## config.mk

```make
export PLATFORM = sky130hd
export DESIGN_NAME = axis_pkt_fifo
export DESIGN_NICKNAME = d
export VERILOG_FILES = /design/src/rtl/axis_pkt_fifo.sv
export SDC_FILE = /design/constraint.sdc
export NUM_CORES = 1
export LEC_CHECK = 0
export ABC_AREA = 0
export CAP_MARGIN = 20
export CORE_ASPECT_RATIO = 0.5
export CORE_MARGIN = 4
export CORE_UTILIZATION = 60
export CTS_CLUSTER_SIZE = 30
export DETAILED_ROUTE_END_ITERATION = 10
export DONT_BUFFER_PORTS = 1
export PLACE_DENSITY = 0.86
export SYNTH_ARGS = -nofsm -noshare
export SYNTH_HDL_FRONTEND = slang
export SYNTH_SLANG_ARGS = --single-unit
```

## constraint.sdc

```tcl
create_clock -name clk -period 4.5 [get_ports clk]
set_clock_uncertainty 0.2 [all_clocks]
set_input_delay 1.125 -clock clk [delete_from_list [all_inputs] [get_ports clk]]
set_output_delay 1.125 -clock clk [all_outputs]
set_load 0.005 [all_outputs]
```

## src/rtl/axis_pkt_fifo.sv

```systemverilog
// AXI-Stream FIFO with optional store-and-forward packet gating and a slave-side protocol checker.
// Outputs are registered; the read head is precomputed from next-state pointers.
module axis_pkt_fifo #(
    parameter int unsigned  DATA_W      = 32,
    parameter int unsigned  DEPTH       = 16,
    parameter int unsigned  PACKET_MODE = 0,
    localparam int unsigned ADDR_W      = $clog2(DEPTH),
    localparam int unsigned CNT_W       = $clog2(DEPTH) + 1
) (
    input  logic              clk,
    input  logic              rst,
    input  logic [DATA_W-1:0] s_tdata,
    input  logic              s_tvalid,
    input  logic              s_tlast,
    output logic              s_tready,
    output logic [DATA_W-1:0] m_tdata,
    output logic              m_tvalid,
    output logic              m_tlast,
    input  logic              m_tready,
    output logic [CNT_W-1:0]  count,
    output logic [CNT_W-1:0]  pkt_count,
    output logic              oversize,
    output logic              proto_err
);

    typedef struct packed {
        logic              last;
        logic [DATA_W-1:0] data;
    } entry_t;

    entry_t            mem [DEPTH];
    logic [ADDR_W-1:0] wr_ptr;
    logic [ADDR_W-1:0] rd_ptr;
    logic              force_ct;

    logic              stall_q;
    logic [DATA_W-1:0] prev_data;
    logic              prev_last;

    logic              wr;
    logic              rd;
    logic [ADDR_W-1:0] wr_ptr_n;
    logic [ADDR_W-1:0] rd_ptr_n;
    logic [CNT_W-1:0]  count_n;
    logic [CNT_W-1:0]  pkt_n;
    logic              force_n;
    logic              valid_n;
    entry_t            head_n;
    logic              err_c;

    // Next-state view of pointers, occupancy and packet gating.
    always_comb begin
        wr       = s_tvalid && s_tready;
        rd       = m_tvalid && m_tready;
        wr_ptr_n = wr_ptr + ADDR_W'(wr);
        rd_ptr_n = rd_ptr + ADDR_W'(rd);
        count_n  = count + CNT_W'(wr) - CNT_W'(rd);
        pkt_n    = pkt_count + CNT_W'(wr && s_tlast) - CNT_W'(rd && m_tlast);

        // A full FIFO with no complete packet would deadlock; fall back to cut-through.
        force_n = force_ct;
        if (rd && m_tlast) begin
            force_n = 1'b0;
        end
        if ((PACKET_MODE != 0) && (count_n == CNT_W'(DEPTH)) && (pkt_n == '0)) begin
            force_n = 1'b1;
        end

        valid_n = (count_n != '0) && ((PACKET_MODE == 0) || (pkt_n != '0) || force_n);

        // When the beat written this edge becomes the head, storage is not yet updated.
        head_n = mem[rd_ptr_n];
        if (wr && (wr_ptr == rd_ptr_n)) begin
            head_n = '{last: s_tlast, data: s_tdata};
        end
    end

    // Slave handshake rule: a stalled beat must stay valid and unchanged.
    always_comb begin
        err_c = stall_q && (!s_tvalid || (s_tdata != prev_data) || (s_tlast != prev_last));
    end

    always_ff @(posedge clk) begin
        if (wr) begin
            mem[wr_ptr] <= '{last: s_tlast, data: s_tdata};
        end
    end

    always_ff @(posedge clk or posedge rst) begin
        if (rst) begin
            wr_ptr    <= '0;
            rd_ptr    <= '0;
            count     <= '0;
            pkt_count <= '0;
            force_ct  <= 1'b0;
            oversize  <= 1'b0;
            proto_err <= 1'b0;
            s_tready  <= 1'b0;
            m_tvalid  <= 1'b0;
            m_tdata   <= '0;
            m_tlast   <= 1'b0;
            stall_q   <= 1'b0;
            prev_data <= '0;
            prev_last <= 1'b0;
        end else begin
            wr_ptr    <= wr_ptr_n;
            rd_ptr    <= rd_ptr_n;
            count     <= count_n;
            pkt_count <= pkt_n;
            force_ct  <= force_n;
            oversize  <= oversize || force_n;
            proto_err <= proto_err || err_c;
            s_tready  <= (count_n != CNT_W'(DEPTH));
            m_tvalid  <= valid_n;
            m_tdata   <= head_n.data;
            m_tlast   <= head_n.last;
            stall_q   <= s_tvalid && !s_tready;
            prev_data <= s_tdata;
            prev_last <= s_tlast;
        end
    end

endmodule

```

# == After elaboration in Yosys (flattened, before gate mapping) ==
# Memories as Yosys holds them, arrays and structs flattened. A register that Yosys moved wholly into a read port is not among the register bits.
# Cells that the tools add are included.
# op_classes
add_sub_neg,6
n_eq_ne,3
muxes,3
n_reduce_logical,13
# op_table
cell,n
$ne A32 B32 Y1,1
$add A5 B1 Y5,2
$sub A5 B1 Y5,2
$add A4 B1 Y4,2
$logic_and A1 B1 Y1,6
$ne A5 B5 Y1 const B,1
$reduce_bool A5 Y1,1
$logic_or A1 B1 Y1,4
$mux W1,3
$logic_not A1 Y1,2
$ne A1 B1 Y1,1
# totals
reg_bits,57
ramBits,528
in_bits,37
out_inout_bits,47
elab_cells,38
n_memories,1
# memory_table
name,words,word_bits,rd,rd_clocked_by_memory_dff,write_ports,line,text
mem,16,33,1,1,1,31,entry_t mem [DEPTH];

# == Logic depth before layout (Yosys ltp) ==
# Gate-level depths: netlist of the first run.
# logic_depth
depth_word,5
mapped_depth,12
mapped_depth_nobuf,12

# == Least setup slack after synthesis of the first run ==
# Ideal clock, no wire load.
# synth_path
kind,input-to-reg
startpoint,in s_tvalid
endpoint,mem mem[0][0] (netlist name) (enable)
setup_ps,464
arrival_ps,3864
t_required_ps,3836
slack_ps,-29
stages,3
n_path_buf,0
cell_sequence,nand2_1 > or3_1 > nor3_1
# synth_via
elab_chain_len,3
# synth_lines
item,line,text
start: declaration,13,"input logic s_tvalid,"
$logic_and A1 B1 Y1,53,wr = s_tvalid && s_tready;
$mux W1,84,if (wr) begin
$mux W1 (implied by the code),85,"mem[wr_ptr] <= '{last: s_tlast, data: s_tdata};"
end: declaration,31,
# Every way passes these cells.

# == Worst setup path after layout of the first run ==
# layout_path
startpoint,in m_tready
endpoint,reg m_tdata[17] (read register of mem)
# layout_via
elab_chain_len,2
# layout_lines
item,line,text
start: declaration,19,"input logic m_tready,"
$logic_and A1 B1 Y1,54,rd = m_tvalid && m_tready;
$add A4 B1 Y4,56,rd_ptr_n = rd_ptr + ADDR_W'(rd);
named net rd_ptr_n[1],43,logic [ADDR_W-1:0] rd_ptr_n;
end: declaration,16,"output logic [DATA_W-1:0] m_tdata,"
# The timed path passes the listed nets, and every way through them passes these cells.

==> results.cfg, run 1 <==
[power]
p_switching_w = 0.00596
max-vdd-ir-drop_mv = 0.596
p_clk_frac = 0.230
intPower_w = 0.0132
p_per_area_nw_per_um2 = 732
p_sw_frac = 0.310
power_frac_seq = 0.394
pwr-share-comb = 0.376
p_leak_nw = 8.70

[detailed_routing]
via_count = 11400
drt_iter0_markers = 1984
postRouteAntennaNets = 0
viasPerCell = 7.05
route.detailed.drc = 0
wire_per_inst_um = 36.7
drtPass1Iterations = 5
totalWireLength_mm = 59.3

[final_layout]
area_growth_pct = 11.3
multi_input_area_sq_um = 5320
nFillCells = 2039
drive_gt1_frac = 0.304
regArea_sq_um = 18100
fin_util = 0.675
antenna_cells = 0
fin_nets = 1097

[yosys]
synthArstFlopShare = 0.146
synth_xor_xnor_area_share = 0.0198
yosysWarningCount = 0
synth_ff_type = edfxtp_1
synth.top_cell.area_share = 0.672
synth-compound-area-share = 0.00244
yosysMostFrequentCell = edfxtp_1
ys_ff_latch = 618
synth_mux_area_frac = 0.177
synthSimpleGateAreaFrac = 0.0117
synth_edf_count = 528
yosysSeqAreaShare = 0.768
yosys-top-cells-count = edfxtp_1 (528), mux4_2 (165), dfrtp_1 (90)
synth_fp_nets = 1051
yosys.area.top_type = edfxtp_1
synth_area_leaders = edfxtp_1 (67%), mux4_2 (16%), dfrtp_1 (9.6%), mux2_4 (1.3%), xor2_1 (1.3%)
synth_cell_types = 36
netlist_area_sq_um = 23600
synth_fa_ha_area_frac = 0.00807
synthCells = 1000
avgSynthCellArea_sq_um = 23.6
synth_top_family_by_area = multiplexers

[worst_setup_path]
crit_arrival_ns = 3.49
critPathLaunchType = input port
critical_path_required_ns = 4.75
crit_type = input port to flop
crit_chain = and3_2, ha_4, buf_12, xor2_1, nor3_1, nand3_2, buf_12, mux2_4
cp_max_fo = 54
cp-end-kind = flop
slowest_stage = nand3_2
path_common_cell = buf_12
cpPeakStageDelay_ns = 0.39

[grt]
grt_first_pass_wirelength_mm = 86.8
gr-total-overflow = 0
antenna_found_initial = 1
grt_pass1_vias = 11900
grt_max_degree = 81
grt_usage = 0.287

[clocking]
cts_root_buf = clkbuf_16
clockBufferDepth = 3
clk_latency_ns = 0.59
cts_setup_buffers = 0
cts.sinks = 618
clk_pin_slew_ns = 0.07
cts_resized = 0
cts_buffers = 50
cts-hold-fix-buffers = 0
cts-htree-levels = 2
cts_tree = done

[status]
status = complete, no violations

[sta]
slew_headroom = 0.288
rsz0062_at_grt = no
finalSetupViolCount = 0
tightest_slew_ns = 1.07
finalMaxSlewViolations = 0
fmax_ghz = 0.308
finalCritPeriodShare = 0.722
hold_viol_final = 0
min_period_ns = 3.25
tns_ns = 0

[placement]
place_hpwl_mm = 29.7
port_buffers = 0
gp_congestion = 0.810

[floorplan]
die_x_um = 288
start_util = 0.607
rows = 51
coreArea_sq_um = 38900
dieArea_sq_um = 42700
io_pins = 84
fp.dieH_um = 148

[run]
drv_cap = 0

[min_path]
hold_class = flop to flop
[critical path: cells and delay by family]
family | cells | cell delay [ns]
XOR/XNOR | 1 | 0.16
adder cells (fa/ha/maj) | 1 | 0.32
buffers and inverters | 2 | 0.65
multiplexers | 1 | 0.34
AND/OR/NAND/NOR | 3 | 0.85
[power by group through the flow]
| stage | Combinational, W | Clock [W] | Sequential (W) |
|---|---|---|---|
| final | 0.00722 | 0.00441 | 0.00757 |
| after global routing | 0.00757 | 0.00472 | 0.00760 |
| after floorplan | 0.00538 | 0 | 0.00742 |
| after global placement | 0.00655 | 0 | 0.00758 |
| after CTS | 0.00722 | 0.00442 | 0.00757 |
| after detailed placement | 0.00690 | 0 | 0.00763 |
[final timing paths]
path / from / end / slack (ns) / depth (start not counted)
min in group asynchronous: rst / pkt_count[2] / 0.39 / 1
max in group asynchronous: rst / prev_data[8] / 2.81 / 2
setup / recovery: m_tready / m_tdata[17] / 1.25 / 8
setup reg to reg: m_tvalid / m_tdata[17] / 1.28 / 8
hold reg to reg: oversize / oversize / 0.35 / 1
hold / removal: oversize / oversize / 0.35 / 1
[routing by layer]
layer	up-vias	global-route usage	wire length, um
met3	218	0.0660	7290
met5	-	0	13
met2	1015	0.452	28600
met4	2	0.123	2930
li1	4235	-	-
met1	5923	0.397	20400
[sequential cells by signal, indices dropped and copies added (netlist names)]
name and count:
oversize 1, count 5, proto_err 1, m_tvalid 1, prev_data 32, s_tready 1, m_tlast 1, stall_q 1
mem 528, pkt_count 5, prev_last 1, force_ct 1, wr_ptr 4, rd_ptr 4, m_tdata 32
[stage by stage]
step | hold slack, ns | setup slack [ns] | power, W | cell area (sq um) | std cells
after floorplan | 0.242 | 0.0669 | 0.0128 | 23600 | 1000
after global placement | 0.277 | 0.856 | 0.0141 | 24600 | 1524
after detailed placement | 0.294 | 0.840 | 0.0145 | 24600 | 1524
after CTS | 0.337 | 1.28 | 0.0192 | 26200 | 1615
after global routing | 0.336 | 1.17 | 0.0199 | 26200 | 1615
final | 0.347 | 1.25 | 0.0192 | 26200 | 1615
[area by class of cell]
class | instances | area share
timing repair buffer | 35 | 0.0181
multi-input combinational | 325 | 0.203
tap | 530 | 0.0253
clock inverter | 21 | 0.00663
clock buffer | 70 | 0.0544
sequential | 618 | 0.690
inverter | 16 | 0.00238
[cells in the final DEF, fill, tap and decap left out, types with 9 or more instances in the layout]
cell type	count
mux2_2	12
clkinv_2	9
mux4_2	165
dfrtp_1	90
buf_4	18
buf_12	17
nor2_4	12
edfxtp_1	528
mux2_4	21
clkbuf_16	51
xor2_1	36
clkbuf_1	11
xnor2_1	10
inv_1	15
nor4_1	9
ha_1	11
[cell families after synthesis]
kind of cell | after synthesis
flops | 618
mux | 198
buf+inv | 57
simple gates | 54
xor+xnor | 50
fa+ha+maj | 14
compound gates | 9
No activity file was read; power rests on OpenSTA's default activity.
==> inputs of run 2 (changes only) <==
- clock period: 4.5 -> 3.3 ns (I/O delays scaled with it)
==> results.cfg, run 2 (same netlist as run 1, synthesis figures left out) <==
[final_layout]
largest_registers = mem x528, m_tdata x32, prev_data x32
area_growth_pct = 13.2
final_cell_mix = edfxtp_1 (528), mux4_2 (165), dfrtp_1 (90)
drive_gt1_frac = 0.325
post-route-cell-area_sq_um = 26700
antenna_cells = 0
fin_nets = 1119
largest_reg_flops = 528
fin_cells = 1638
regMostFlops = mem
final_common_cell = edfxtp_1

[detailed_routing]
drt_iter0_markers = 1910
postRouteAntennaNets = 0
route.detailed.drc = 0
totalWireLength_mm = 59.5
met3WireLength_mm = 7.88
via_count = 11400
m1WireLength_mm = 20.0
wire_per_inst_um = 36.3
viasPerCell = 6.95
highest_layer = met4
met2_wirelength_mm = 28.7
drtPass1Iterations = 5

[worst_setup_path]
cp_max_fo = 12
crit_arrival_ns = 3.34
crit_type = flop to flop
critPathLaunchType = flop
critical_path_required_ns = 3.56
cp-end-kind = flop

[clocking]
cts_buffers = 50
cts_tree = done
clk_pin_slew_ns = 0.08
cts.sinks = 618
cts-htree-levels = 2
cts_root_buf = clkbuf_16
clk_latency_ns = 0.59
clockBufferDepth = 3

[sta]
tightest_slew_ns = 0.850
slew_headroom = 0.428
finalCritPeriodShare = 0.932
rsz0062_at_grt = no
min_period_ns = 3.08
whs_ns = 0.0576
finalSetupViolCount = 0
timing.final.ws_setup_ns = 0.224
tns_ns = 0
hold_viol_final = 0
finalMaxSlewViolations = 0
fmax_ghz = 0.325

[power]
max-vdd-ir-drop_mv = 0.637
p_per_area_nw_per_um2 = 1020
p_leak_nw = 8.93

[floorplan]
fp.dieH_um = 148
dieArea_sq_um = 42700
coreArea_sq_um = 38900
io_pins = 84
die_x_um = 288
start_util = 0.607
rows = 51

[status]
status = complete, no violations

[placement]
gp_congestion = 0.783
dpl_worst_slack_ns = 0.0535
place_area_sq_um = 24900
port_buffers = 0
place_hpwl_mm = 30.1
dpl.cell_count = 1545

[grt]
grt_max_degree = 85
grt_usage = 0.290
grt_first_pass_wirelength_mm = 87.1
gr-total-overflow = 0
grt_pass1_vias = 12100
antenna_found_initial = 0

[run]
drv_cap = 0

[min_path]
hold_class = input port to flop
## run 2: changes by cell type in the layout (fill, tap and decap cells not counted), sizes merged
cell	delta
clkbuf	-4
bufinv	+6
inv	-1
clkinv	-2
dlygate4sd3	+1
clkinvlp	+2
buf	+21
## run 2: final timing paths
kind / start / to / slack (ns) / cells after the start
hold / removal: s_tdata[2] / prev_data[2] / 0.06 / 0
hold reg to reg: proto_err / proto_err / 0.33 / 1
max in group asynchronous: rst / m_tdata[2] / 1.67 / 3
min in group asynchronous: rst / m_tdata[19] / 0.45 / 2
setup reg to reg: m_tvalid / m_tdata[21] / 0.22 / 7
setup / recovery: m_tvalid / m_tdata[21] / 0.22 / 7
## run 2: layout make-up
type                       count  area (sq um)
inverter                      16          63.8
clock inverter                26           355
sequential                   618         18100
clock buffer                  66          1420
tap                          530           663
timing repair buffer          57           731
fill                        2045         12200
multi-input combinational    325          5340
## run 2: timing repair
| item | 4_1_cts | 5_1_grt |
|---|---|---|
| setup buffers | 0 | 0 |
| hold buffers | 1 | 0 |
| resized for setup | 0 | 0 |
| endpoints found under the hold margin | 6 | 0 |
## run 2: stage by stage
stage | utilization | total power [W]
finish | 0.687 | 0.0272
global placement | 0.641 | 0.0197
floorplan | - | 0.0175
global route | 0.687 | 0.0281
CTS | 0.687 | 0.0272
detailed placement | 0.641 | 0.0203
## run 2: report_power, final
group          internal, W  switching [W]
Sequential         0.00967       0.000647
Clock              0.00374        0.00282
Combinational      0.00550        0.00483
Total               0.0189        0.00830
## run 2: layer usage
layer  vias to the layer above  track usage
met5                         -            0
met4                         0        0.128
met3                       219       0.0855
met2                       998        0.450
met1                      5890        0.391
li1                       4272            -
## run 2: worst max-delay path, stage by stage (launching register included)
cell and delay [ns]:
dfrtp_1 0.47, nand2_2 0.18, xor2_4 0.28, buf_12 0.21, buf_4 0.24, mux4_2 0.58, mux4_2 0.50, mux2_2 0.28
==> inputs of run 3 (changes only) <==
- CORE_UTILIZATION: 60 -> 45
- PLACE_DENSITY: 0.86 -> 0.7
==> results.cfg, run 3 (same netlist as run 1, synthesis figures left out) <==
[status]
status = complete, no violations

[sta]
tns_ns = 0
rsz0062_at_grt = no
tightest_slew_ns = 0.598
slew_headroom = 0.600
finalSetupViolCount = 0
fmax_ghz = 0.341
min_period_ns = 2.93
finalCritPeriodShare = 0.889
whs_ns = 0.0445
hold_viol_final = 0
finalMaxSlewViolations = 0

[worst_setup_path]
reg2reg_depth = 7
r2r_setup_slack_ns = 0.37
crit_chain = nand2_2, xor2_4, buf_12, buf_12, mux4_2, mux4_2, mux2_2
critPathBufInv = 2
cpPeakStageDelay_ns = 0.52
crit_type = flop to flop
crit_arrival_ns = 3.21
r2r-end = m_tdata[3]
slowest_stage = mux4_2
cp_max_fo = 20
cp-end-kind = flop
critical_path_required_ns = 3.58
critPathTopFamily = multiplexers
critPathLaunchType = flop
reg2reg_from = m_tvalid

[final_layout]
fin_nets = 1112
largest_registers = mem x528, m_tdata x32, prev_data x32
post-route-cell-area_sq_um = 26900
regMostFlops = mem
largest_reg_flops = 528
area_growth_pct = 14.3
antenna_cells = 0
drive_gt1_frac = 0.317
final_cell_mix = edfxtp_1 (528), mux4_2 (165), dfrtp_1 (90)
final_common_cell = edfxtp_1

[min_path]
holdPathEnd = prev_data[24]
hold_start = s_tdata[24]
hold_depth = 0
hold_class = input port to flop

[grt]
antenna_found_initial = 0
grt_usage = 0.182
gr-total-overflow = 0
grt_max_degree = 41
grt_pass1_vias = 11000
grt_first_pass_wirelength_mm = 75.2

[power]
p_per_area_nw_per_um2 = 979
max-vdd-ir-drop_mv = 0.706
p_leak_nw = 8.90
fin_total_pwr_w = 0.0264

[detailed_routing]
via_count = 10500
totalWireLength_mm = 50.7
drt_iter0_markers = 1242
route.detailed.drc = 0
wire_per_inst_um = 28.2
postRouteAntennaNets = 0
drtPass1Iterations = 5
viasPerCell = 5.83

[floorplan]
dieArea_sq_um = 56300
start_util = 0.462
io_pins = 84
die_x_um = 332
fp.dieH_um = 170
rows = 58
coreArea_sq_um = 51000

[placement]
place_hpwl_mm = 26.6
gp_congestion = 0.752
place_area_sq_um = 25100
port_buffers = 0

[run]
drv_cap = 0

[clocking]
clk_latency_ns = 0.61
cts.sinks = 618
cts_resized = 0
cts-htree-levels = 2
cts_root_buf = clkbuf_16
clk_pin_slew_ns = 0.06
cts_buffers = 55
cts_tree = done
clockBufferDepth = 3
run 3: cell count changes in the layout (fill, tap and decap cells not counted), sizes merged:
cell / before / now
clkbuf: 66 / 75
inv: 16 / 17
bufinv: 9 / 3
clkinvlp: 2 / 4
clkinv: 15 / 20
buf: 56 / 44
run 3: power breakdown:
group / internal, W / switching (W) / leakage, nW
clock network: 0.00348 / 0.00284 / 0.871
logic: 0.00555 / 0.00430 / 2.20
registers: 0.00966 / 0.000546 / 5.82
total: 0.0187 / 0.00769 / 8.90
run 3: metrics by stage:
| step | std cells | worst slack, ns | util |
|---|---|---|---|
| after floorplan | 1000 | -0.123 | - |
| after global placement | 1693 | 0.0842 | 0.493 |
| after detailed placement | 1693 | 0.0511 | 0.493 |
| after CTS | 1797 | 0.337 | 0.528 |
| after global routing | 1797 | 0.251 | 0.528 |
| final | 1797 | 0.365 | 0.528 |
run 3: repair_timing:
item                                   in CTS  in global routing
hold buffers                                1                  0
buffers inserted                            0                  0
endpoints found under the hold margin      20                  0
run 3: worst max path at each step:
stage                     startpoint     endpoint  slack [ns]  cells after the start
after floorplan             m_tready  m_tdata[24]       -0.12                      8
after detailed placement    m_tready   m_tdata[3]        0.05                      7
after global placement      m_tready   m_tdata[3]        0.08                      7
after CTS                   m_tvalid   m_tdata[3]        0.34                      7
after global routing        m_tvalid   m_tdata[3]        0.25                      7
final                       m_tvalid   m_tdata[3]        0.37                      7
run 3: per-layer routing:
metal	routed length, um	GRT usage
met3	4810	0.0435
met4	700	0.0345
met2	24500	0.294
met1	20700	0.259
met5	0	0
run 3: final cells by class:
class	instances	area, sq um
clock buffer	75	1510
timing repair buffer	45	778
clock inverter	28	278
tap	690	863
multi-input combinational	325	5340
fill	3780	24100
sequential	618	18100
inverter	16	63.8
